**src/rtl/rv32i_types.sv**
```systemverilog
// Shared types for the commit store buffer: drain FSM states and block-address helper.
package rv32i_types;

    typedef enum logic [1:0] {
        SB_IDLE = 2'd0,
        SB_REQ  = 2'd1,
        SB_WAIT = 2'd2
    } sb_state_e;

    // Aligned base address of the block containing addr (blk_bytes is a power of 2).
    function automatic logic [31:0] blk_base(input logic [31:0] addr, input int unsigned blk_bytes);
        return addr & ~(blk_bytes - 32'd1);
    endfunction

endpackage

```
**src/rtl/sb_fwd_merge.sv**
```systemverilog
// Age-ordered byte merge for store-to-load forwarding; purely combinational.
// Entries are scanned oldest (head) to youngest so later matches overwrite earlier bytes.
module sb_fwd_merge
    import rv32i_types::*;
#(
    parameter int ENTRIES = 8,
    parameter int WORDS   = 2
) (
    input  logic [ENTRIES-1:0]               ent_vld_i,
    input  logic [ENTRIES-1:0][31:0]         ent_addr_i,
    input  logic [ENTRIES-1:0][4*WORDS-1:0]  ent_mask_i,
    input  logic [ENTRIES-1:0][32*WORDS-1:0] ent_data_i,
    input  logic [$clog2(ENTRIES)-1:0]       head_i,
    input  logic [31:0]                      fwd_addr_i,
    input  logic [3:0]                       fwd_rmask_i,
    output logic                             fwd_full_hit_o,
    output logic                             fwd_partial_o,
    output logic [31:0]                      fwd_data_o
);
    localparam int PW  = $clog2(ENTRIES);
    localparam int WSW = (WORDS > 1) ? $clog2(WORDS) : 1;

    logic [PW-1:0]  idx;
    logic [WSW-1:0] wsel;
    logic [31:0]    blk;
    logic [3:0]     wmask, cov, hit;
    logic [31:0]    wdat, merged;

    always_comb begin
        wsel   = (WORDS > 1) ? fwd_addr_i[2 +: WSW] : '0;
        blk    = blk_base(fwd_addr_i, 4 * WORDS);
        idx    = '0;
        wmask  = '0;
        wdat   = '0;
        cov    = '0;
        merged = '0;
        for (int k = 0; k < ENTRIES; k++) begin
            idx   = head_i + PW'(k);
            wmask = '0;
            wdat  = '0;
            for (int j = 0; j < WORDS; j++) begin
                if (WSW'(j) == wsel) begin
                    wmask = ent_mask_i[idx][4*j +: 4];
                    wdat  = ent_data_i[idx][32*j +: 32];
                end
            end
            if (ent_vld_i[idx] && (ent_addr_i[idx] == blk)) begin
                for (int b = 0; b < 4; b++) begin
                    if (wmask[b]) begin
                        merged[8*b +: 8] = wdat[8*b +: 8];
                        cov[b]           = 1'b1;
                    end
                end
            end
        end
        hit            = cov & fwd_rmask_i;
        fwd_data_o     = merged;
        fwd_full_hit_o = (fwd_rmask_i != 4'd0) && (hit == fwd_rmask_i);
        fwd_partial_o  = (hit != 4'd0) && (hit != fwd_rmask_i);
    end

endmodule

```
**src/rtl/commit_store_buffer.sv**
```systemverilog
// Coalescing commit store buffer: circular FIFO of block entries drained to the D-cache.
// Drain starts on watermark, full, fence or idle timeout; the head entry is frozen while in flight.
module commit_store_buffer
    import rv32i_types::*;
#(
    parameter int ENTRIES      = 8,
    parameter int WORDS        = 2,
    parameter int HIGH_WM      = 6,
    parameter int IDLE_TIMEOUT = 16
) (
    input  logic                       clk,
    input  logic                       rst_n,
    input  logic                       enq_valid,
    output logic                       enq_ready,
    input  logic [31:0]                enq_addr,
    input  logic [3:0]                 enq_wmask,
    input  logic [31:0]                enq_wdata,
    output logic                       drain_valid,
    input  logic                       drain_ready,
    output logic [31:0]                drain_addr,
    output logic [4*WORDS-1:0]         drain_wmask,
    output logic [32*WORDS-1:0]        drain_wdata,
    input  logic                       drain_resp,
    input  logic [31:0]                fwd_addr,
    input  logic [3:0]                 fwd_rmask,
    output logic                       fwd_full_hit,
    output logic                       fwd_partial,
    output logic [31:0]                fwd_data,
    input  logic                       fence_req,
    output logic                       fence_ack,
    output logic [$clog2(ENTRIES):0]   count,
    output logic                       buf_empty,
    output logic                       buf_full
);
    localparam int PW  = $clog2(ENTRIES);
    localparam int CW  = PW + 1;
    localparam int MW  = 4 * WORDS;
    localparam int DW  = 32 * WORDS;
    localparam int TW  = $clog2(IDLE_TIMEOUT + 1);
    localparam int WSW = (WORDS > 1) ? $clog2(WORDS) : 1;

    typedef struct packed {
        logic          vld;
        logic [31:0]   addr;
        logic [MW-1:0] mask;
        logic [DW-1:0] data;
    } entry_t;

    entry_t        ent_q [ENTRIES];
    entry_t        ent_d [ENTRIES];
    logic [PW-1:0] head_q, head_d, tail_q, tail_d, coal_idx;
    logic [CW-1:0] count_q, count_d;
    logic [TW-1:0] timer_q, timer_d;
    sb_state_e     state_q, state_d;

    logic [31:0]    enq_blk;
    logic [WSW-1:0] enq_wsel;
    logic [MW-1:0]  new_mask;
    logic [DW-1:0]  new_data;
    logic           in_flight, coal_hit, enq_fire, do_alloc, do_coal, pop, expired;

    logic [ENTRIES-1:0]          ent_vld;
    logic [ENTRIES-1:0][31:0]    ent_addr;
    logic [ENTRIES-1:0][MW-1:0]  ent_mask;
    logic [ENTRIES-1:0][DW-1:0]  ent_data;

    assign buf_empty   = (count_q == '0);
    assign buf_full    = (count_q == CW'(ENTRIES));
    assign count       = count_q;
    assign in_flight   = (state_q != SB_IDLE);
    assign expired     = (timer_q == TW'(IDLE_TIMEOUT));
    assign drain_valid = (state_q == SB_REQ);
    assign drain_addr  = ent_q[head_q].addr;
    assign drain_wmask = ent_q[head_q].mask;
    assign drain_wdata = ent_q[head_q].data;
    assign fence_ack   = fence_req && buf_empty && (state_q == SB_IDLE);

    // Place the incoming word into its slot of a block-wide mask/data pair.
    always_comb begin
        enq_blk  = blk_base(enq_addr, MW);
        enq_wsel = (WORDS > 1) ? enq_addr[2 +: WSW] : '0;
        new_mask = '0;
        new_data = '0;
        for (int j = 0; j < WORDS; j++) begin
            if (WSW'(j) == enq_wsel) begin
                new_mask[4*j +: 4]  = enq_wmask;
                new_data[32*j +: 32] = enq_wdata;
            end
        end
        coal_hit = 1'b0;
        coal_idx = '0;
        for (int i = 0; i < ENTRIES; i++) begin
            if (ent_q[i].vld && (ent_q[i].addr == enq_blk) && !(in_flight && (PW'(i) == head_q))) begin
                coal_hit = 1'b1;
                coal_idx = PW'(i);
            end
        end
        enq_ready = !fence_req && (!buf_full || coal_hit);
        enq_fire  = enq_valid && enq_ready;
        do_alloc  = enq_fire && !coal_hit;
        do_coal   = enq_fire && coal_hit;
    end

    always_comb begin
        state_d = state_q;
        pop     = 1'b0;
        case (state_q)
            SB_IDLE: begin
                if (!buf_empty && ((count_q >= CW'(HIGH_WM)) || buf_full || fence_req || expired)) begin
                    state_d = SB_REQ;
                end
            end
            SB_REQ: begin
                if (drain_ready) begin
                    state_d = drain_resp ? SB_IDLE : SB_WAIT;
                    pop     = drain_resp;
                end
            end
            SB_WAIT: begin
                if (drain_resp) begin
                    state_d = SB_IDLE;
                    pop     = 1'b1;
                end
            end
            default: state_d = SB_IDLE;
        endcase
    end

    always_comb begin
        for (int i = 0; i < ENTRIES; i++) begin
            ent_d[i] = ent_q[i];
            if (do_coal && (coal_idx == PW'(i))) begin
                ent_d[i].mask = ent_q[i].mask | new_mask;
                for (int k = 0; k < MW; k++) begin
                    if (new_mask[k]) begin
                        ent_d[i].data[8*k +: 8] = new_data[8*k +: 8];
                    end
                end
            end
            if (do_alloc && (tail_q == PW'(i))) begin
                ent_d[i] = '{vld: 1'b1, addr: enq_blk, mask: new_mask, data: new_data};
            end
            if (pop && (head_q == PW'(i))) begin
                ent_d[i].vld = 1'b0;
            end
        end
        head_d  = head_q + PW'(pop);
        tail_d  = tail_q + PW'(do_alloc);
        count_d = count_q + CW'(do_alloc) - CW'(pop);
        if (enq_fire || buf_empty) begin
            timer_d = '0;
        end else if (!expired) begin
            timer_d = timer_q + TW'(1);
        end else begin
            timer_d = timer_q;
        end
    end

    always_ff @(posedge clk or negedge rst_n) begin
        if (!rst_n) begin
            for (int i = 0; i < ENTRIES; i++) begin
                ent_q[i] <= '0;
            end
            head_q  <= '0;
            tail_q  <= '0;
            count_q <= '0;
            timer_q <= '0;
            state_q <= SB_IDLE;
        end else begin
            ent_q   <= ent_d;
            head_q  <= head_d;
            tail_q  <= tail_d;
            count_q <= count_d;
            timer_q <= timer_d;
            state_q <= state_d;
        end
    end

    always_comb begin
        for (int i = 0; i < ENTRIES; i++) begin
            ent_vld[i]  = ent_q[i].vld;
            ent_addr[i] = ent_q[i].addr;
            ent_mask[i] = ent_q[i].mask;
            ent_data[i] = ent_q[i].data;
        end
    end

    sb_fwd_merge #(
        .ENTRIES (ENTRIES),
        .WORDS   (WORDS)
    ) u_fwd (
        .ent_vld_i      (ent_vld),
        .ent_addr_i     (ent_addr),
        .ent_mask_i     (ent_mask),
        .ent_data_i     (ent_data),
        .head_i         (head_q),
        .fwd_addr_i     (fwd_addr),
        .fwd_rmask_i    (fwd_rmask),
        .fwd_full_hit_o (fwd_full_hit),
        .fwd_partial_o  (fwd_partial),
        .fwd_data_o     (fwd_data)
    );

endmodule

```
**config.mk**
```make
export PLATFORM = sky130hd
export DESIGN_NAME = commit_store_buffer
export DESIGN_NICKNAME = d
export VERILOG_FILES = /design/src/rtl/rv32i_types.sv /design/src/rtl/sb_fwd_merge.sv /design/src/rtl/commit_store_buffer.sv
export SDC_FILE = /design/constraint.sdc
export NUM_CORES = 2
export LEC_CHECK = 0
export ABC_AREA = 0
export BUFFER_PORTS_ARGS = -buffer_cell sky130_fd_sc_hd__buf_2
export CAP_MARGIN = 20
export CORE_MARGIN = 5
export CORE_UTILIZATION = 65
export DETAILED_ROUTE_END_ITERATION = 10
export GPL_TIMING_DRIVEN = 1
export PLACE_DENSITY = 0.83
export SKIP_CTS_REPAIR_TIMING = 1
export SLEW_MARGIN = 20
export SYNTH_ARGS = -nofsm -noshare
export SYNTH_HDL_FRONTEND = slang
export SYNTH_SLANG_ARGS = --single-unit
```
**constraint.sdc**
```tcl
create_clock -name clk -period 21.1 [get_ports clk]
set_clock_uncertainty 0.1 [all_clocks]
set_input_delay 3.165 -clock clk [delete_from_list [all_inputs] [get_ports clk]]
set_output_delay 3.165 -clock clk [all_outputs]
set_load 0.02 [all_outputs]
```
## Yosys cells after proc, flatten, opt, wreduce, memory -nomap -nowiden

Cells that the tools add are included.

| storage, ports and cells | value |
|---|---|
| memory bits (writable) | 0 |
| input port bits | 110 |
| latch bits | 0 |
| output and inout port bits | 147 |
| bits in registers | 833 |
| memories kept | 0 |
| word-level logic and storage cells | 638 |
| memory bits (read-only) | 0 |

| cells by class | value |
|---|---|
| equality and inequality tests | 54 |
| bitwise operators | 10 |
| reduce and logical (&&, ||, !) cells | 235 |
| magnitude comparators | 10 |
| $add $sub $neg | 12 |
| div/mod/pow operators | 0 |
| multiplexer cells | 224 |
| multipliers | 0 |
| shift operators | 0 |

Operators with widths:

| cell | count |
|---|---|
| 64-bit binary-select mux with 3-bit select | 8 |
| 105-bit 2-to-1 mux | 8 |
| 32-bit 2-to-1 mux | 26 |
| 32-bit binary-select mux with 3-bit select | 8 |
| 72-bit 2-to-1 mux | 8 |
| 64-bit 2-to-1 mux | 8 |
| 8-bit 2-to-1 mux | 48 |
| 105-bit binary-select mux with 3-bit select | 1 |
| 32-bit == test | 8 |
| 29-bit == test | 8 |
| 104-bit 2-to-1 mux | 2 |
| 8-bit binary-select mux with 3-bit select | 8 |
| 2-bit nonzero test | 81 |
| 2-bit AND reduction | 64 |
| 4-bit 2-to-1 mux | 18 |
| 1-bit logical AND | 65 |
| 8-bit OR | 8 |
| 1-bit 2-to-1 mux | 59 |
| 3-bit == test (second input constant) | 12 |
| 3-bit by 4-bit < comparator with 1-bit output (second input constant) | 8 |
| 1-bit binary-select mux with 3-bit select | 8 |
| 3-bit by 2-bit == test with 1-bit output (second input constant) | 6 |
| 3-bit 2-to-1 mux | 6 |
| 3-bit adder (second input constant) | 4 |
| other kinds (33) | 65 |

## Depth between registers and ports, before layout

| logic depth | value |
|---|---|
| word-level depth | 22 |
| mapped depth | 28 |
| gate-level depth less buffers | 16 |

## By module

A second synthesis with hierarchy kept.

| unflattened totals | value |
|---|---|
| cells, all modules | 6156 |
| area, all modules | 79980.5 µm² |

By module, submodules not included:

| module | cells an instance | area each (µm²) | times used | seq. area each (µm²) |
|---|---|---|---|---|
| commit_store_buffer | 3113 | 42096.6 | 1 | 20845.0 |
| sb_fwd_merge | 3043 | 37883.8 | 1 | 0.0 |

## Worst setup path before layout

Ideal clock, no wire load.

| path | value |
|---|---|
| path kind | input to output |
| from | input fwd_addr[3] |
| to | output fwd_data[16] |
| path slack | 11.429 ns |
| path buffers | 2 |
| required time | 17.835 ns |
| data arrival time | 6.406 ns |
| stages on the path | 12 |
| cell sequence | buf_1 > clkinv_1 > or3_1 > a2111oi_2 > nand4_1 > or4_1 > nand2b_4 > buf_6 > o32ai_1 > mux2_2 > o211ai_1 > a31oi_1 |

| on the way | value |
|---|---|
| longest elaborated chain between the ends | 17 |
| elaborated cells between the ends (all ways) | 31 |
| those cells by class | eq/ne: 8; mux: 15; reduce/logical: 8 |

RTL lines:

| item | line | RTL |
|---|---|---|
| from (decl) | commit_store_buffer.sv:24 | `input logic [31:0] fwd_addr,` |
| 32-bit == test | sb_fwd_merge.sv:47 | `if (ent_vld_i[idx] && (ent_addr_i[idx] == blk)) begin` |
| 1-bit logical AND | sb_fwd_merge.sv:47 |  |
| 32-bit 2-to-1 mux | sb_fwd_merge.sv:47 |  |
| 8-bit 2-to-1 mux | sb_fwd_merge.sv:49 | `if (wmask[b]) begin` |
| 32-bit 2-to-1 mux | sb_fwd_merge.sv:47 |  |
| 8-bit 2-to-1 mux | sb_fwd_merge.sv:49 |  |
| 32-bit 2-to-1 mux | sb_fwd_merge.sv:47 |  |
| 8-bit 2-to-1 mux | sb_fwd_merge.sv:49 |  |
| 32-bit 2-to-1 mux | sb_fwd_merge.sv:47 |  |
| 8-bit 2-to-1 mux | sb_fwd_merge.sv:49 |  |
| 32-bit 2-to-1 mux | sb_fwd_merge.sv:47 |  |
| 8-bit 2-to-1 mux | sb_fwd_merge.sv:49 |  |
| 32-bit 2-to-1 mux | sb_fwd_merge.sv:47 |  |
| 8-bit 2-to-1 mux | sb_fwd_merge.sv:49 |  |
| 32-bit 2-to-1 mux | sb_fwd_merge.sv:47 |  |
| 8-bit 2-to-1 mux | sb_fwd_merge.sv:49 |  |
| 32-bit 2-to-1 mux (*) | sb_fwd_merge.sv:47 |  |
| to (decl) | commit_store_buffer.sv:28 | `output logic [31:0] fwd_data,` |

Mark *: on every way between the ends. The rest lies on a longest branch, timed or not.

## Worst setup path in the final report

| path | value |
|---|---|
| from | register head_q[1] |
| to | output fwd_data[27] |

| on the way | value |
|---|---|
| longest elaborated chain between the ends | 19 |
| elaborated cells between the ends (all ways) | 119 |
| those cells by class | add/sub: 7; eq/ne: 8; mux: 96; reduce/logical: 8 |

RTL lines:

| item | line | RTL |
|---|---|---|
| from (decl) | commit_store_buffer.sv:51 | `logic [PW-1:0] head_q, head_d, tail_q, tail_d, coal_idx;` |
| from (signal assigned) | commit_store_buffer.sv:164 | `head_q <= '0;` |
| from (signal assigned) | commit_store_buffer.sv:171 | `head_q <= head_d;` |
| branches (longest 18 deep; another with 3-bit by 1-bit adder with 3-bit output) | n/a |  |
| 32-bit 2-to-1 mux (*) | sb_fwd_merge.sv:47 |  |

Mark *: on every way between the ends. The select of a mux whose other input is x is not followed.

==> metrics.yaml <==
grt_start_max_net_pins: 163
area_delta_synth_final_pct: 6.81
r2r_start: "head_q[1]"
crit_fanout: 69
clk_latency_ns: 0.74
synthSimpleGateAreaFrac_pct: 7.87
antenna_found_initial: 17
synth_top_cell_by_area: "mux4_2"
die_area_um2: 120000
design_area_um2: 78800
worstHoldEndpoint: "state_q[0]"
final_antenna_net_count: 0
grt_pass1_wl_um: 439000
rsz0062_at_grt: "false"
finalSetupViolCount: 0
outcome: "finished clean"
ys.flop_type: "dfrtp_1"
final_cell_mix: "mux4_2, mux2_2, dfrtp_1"
nets: 5874
cts_buffer_depth: 3
r2r_setup_slack_ns: 13.07
synth_compound_area_share_pct: 6.07
rows: 123
post-route-util_pct: 69.9
grt_pass1_vias: 60400
io_pins: 257
synthAdderAreaFrac_pct: 0.434
irDropWorstVdd_mv: 0.207
powerDensity_nw_per_um2: 211
clk_pin_slew_ns: 0.06
synth.area.top_cells: "mux4_2, dfrtp_1, mux2_2"
maxCapViolCount: 0
vias: 61300
r2r_end: "ent_addr[51]"
synth_warnings: 0
fin_tns_setup_ns: 0
finalCritPeriodShare_pct: 63.0
max_freq_mhz: 75.3
htreeDepth: 3
synth_edf_count: 0
ys_seq_elements: 833
hpwl_um: 214000
hp-class: "reg2reg"
drt-total-wl_um: 307000
drive_above_1_share_pct: 43.0
tightest_slew_ns: 1.31
drt_iter0_drc: 10500
place_area_um2: 75300
nFillCells: 7565
crit_type: "reg2out"
required_ns: 17.83
fp.coreArea_um2: 113000
syn_area_per_cell_um2: 12.7
hold_violations: 0
cts.root.buffer_cell: "clkbuf_16"
start_util_pct: 65.5
synth_top_area_share_pct: 31.3
final_common_cell: "mux4_2"
synth_xor_area_share_pct: 4.72
overflow: 0
drt-vias-per-instance: 8.37
die_y_um: 347
port-buffer-count: 249
synth_area_um2: 73700
numCtsBuffers: 95
remaining_drc_errors: 0
p_leak_nw: 32.1
synthCells: 5821
slew_headroom_pct: 11.6
ys_seq_area_share_pct: 28.3
arrival_ns: 10.02
synth_top_family_by_area: "multiplexers"
reg2regPathDepth: 13
whs_path_depth: 1
dr.pass1.iters: 9
start_kind: "flip-flop"
synthMuxAreaShare_pct: 48.2
cts_tree: "yes"
wl_per_cell_um: 41.9
gp_congestion: 1.13
synth_cell_types: 108
min_from: "state_q[0]"
clock-sinks: 833
maxSlewViolCount: 0
power.total_w: 0.0166
end_kind: "primary output"
async_flop_share_pct: 100
period_minus_slack_ns: 13.28
fp.dieW_um: 347
grtUsageTotal_pct: 50.3
[synth_stat cells, drive strengths merged, types with 20 or more instances]
| cell | number |
|---|---|
| nor2 | 180 |
| clkbuf | 243 |
| xnor2 | 297 |
| a22oi | 58 |
| nand3 | 66 |
| o221ai | 20 |
| mux2i | 259 |
| o22ai | 60 |
| o21ai | 106 |
| nand4 | 100 |
| mux2 | 833 |
| xor2 | 100 |
| and3 | 24 |
| nor2b | 63 |
| a31oi | 23 |
| nor4 | 46 |
| dfrtp | 833 |
| nand2b | 53 |
| a21oi | 135 |
| mux4 | 1044 |
| nor3 | 37 |
| inv | 73 |
| buf | 323 |
| ha | 24 |
| nand2 | 423 |
| a22o | 31 |
| and2 | 54 |
[worst max-delay path, stage by stage, from the launching register on]
cell	delay (ns)
dfrtp_4	0.94
buf_4	0.79
buf_4	0.91
buf_4	0.85
mux4_2	0.42
mux2_2	0.36
xnor2_1	0.21
nor4_1	0.51
nand4_1	0.75
nor4b_1	1.03
clkinv_1	0.84
o41ai_1	0.58
mux2i_1	0.14
o221ai_1	0.24
a221o_1	0.33
buf_2	0.21
[flip-flops by register name (all words and copies together), names as in the netlist]
name and cells:
head_q 3, tail_q 3, ent_mask 64, count 4
state_q 2, ent_q 8, ent_data 512, timer_q 5
ent_addr 232
[through the flow]
stage / setup slack (ns) / std cells / hold WS (ns)
after floorplan: 11.43 / 5823 / 0.389
after global placement: 8.71 / 7139 / 0.410
after detailed placement: 8.84 / 7139 / 0.414
after CTS: 8.18 / 7315 / 0.427
after global routing: 7.79 / 7322 / 0.456
final: 7.82 / 7329 / 0.426
[cells by family (layout without fill, tap and decap cells)]
kind of cell    Yosys count  count (layout)
other cells               1              14
flops                   833             833
fa+ha+maj                25              25
compound gates          635             635
buf+inv                 648             643
xor+xnor                397             397
simple gates           1146            1146
mux                    2136            2136
[metal layers]
metal,GRT usage (%),vias up,part of all wire [%]
met2,70.9,5971,42
li1,-,23000,-
met5,0.235,-,0.037
met4,35.4,10,9.8
met1,62.9,30800,32
met3,21.6,1597,16
[power by group]
group | switching (W) | total (W) | internal [W]
registers | 0.00133 | 0.00362 | 0.00229
logic | 0.00602 | 0.0112 | 0.00515
clock network | 0.000752 | 0.00181 | 0.00106
total | 0.00810 | 0.0166 | 0.00850
[area by class of cell]
| cell class | count | area (um^2) | area share [%] |
|---|---|---|---|
| clock buffers | 135 | 2760 | 3.50 |
| inverters | 82 | 313 | 0.397 |
| clock inverters | 41 | 602 | 0.764 |
| repair buffers | 385 | 2430 | 3.08 |
| diodes | 11 | 27.5 | 0.0349 |
| multi-input cells | 4342 | 49900 | 63.4 |
| well taps | 1500 | 1880 | 2.38 |
| flip-flops and latches | 833 | 20900 | 26.5 |
[worst max path at each step]
stage | start | to | slack, ns | cells after the start
floorplan | fwd_addr[3] | fwd_data[16] | 11.43 | 12
global placement | fwd_addr[3] | fwd_data[27] | 8.71 | 12
detailed placement | fwd_addr[3] | fwd_data[27] | 8.84 | 12
CTS | head_q[0] | fwd_partial | 8.18 | 15
global route | head_q[0] | fwd_data[11] | 7.79 | 16
finish | head_q[1] | fwd_data[27] | 7.82 | 15
(Power assumes the default switching activity.)
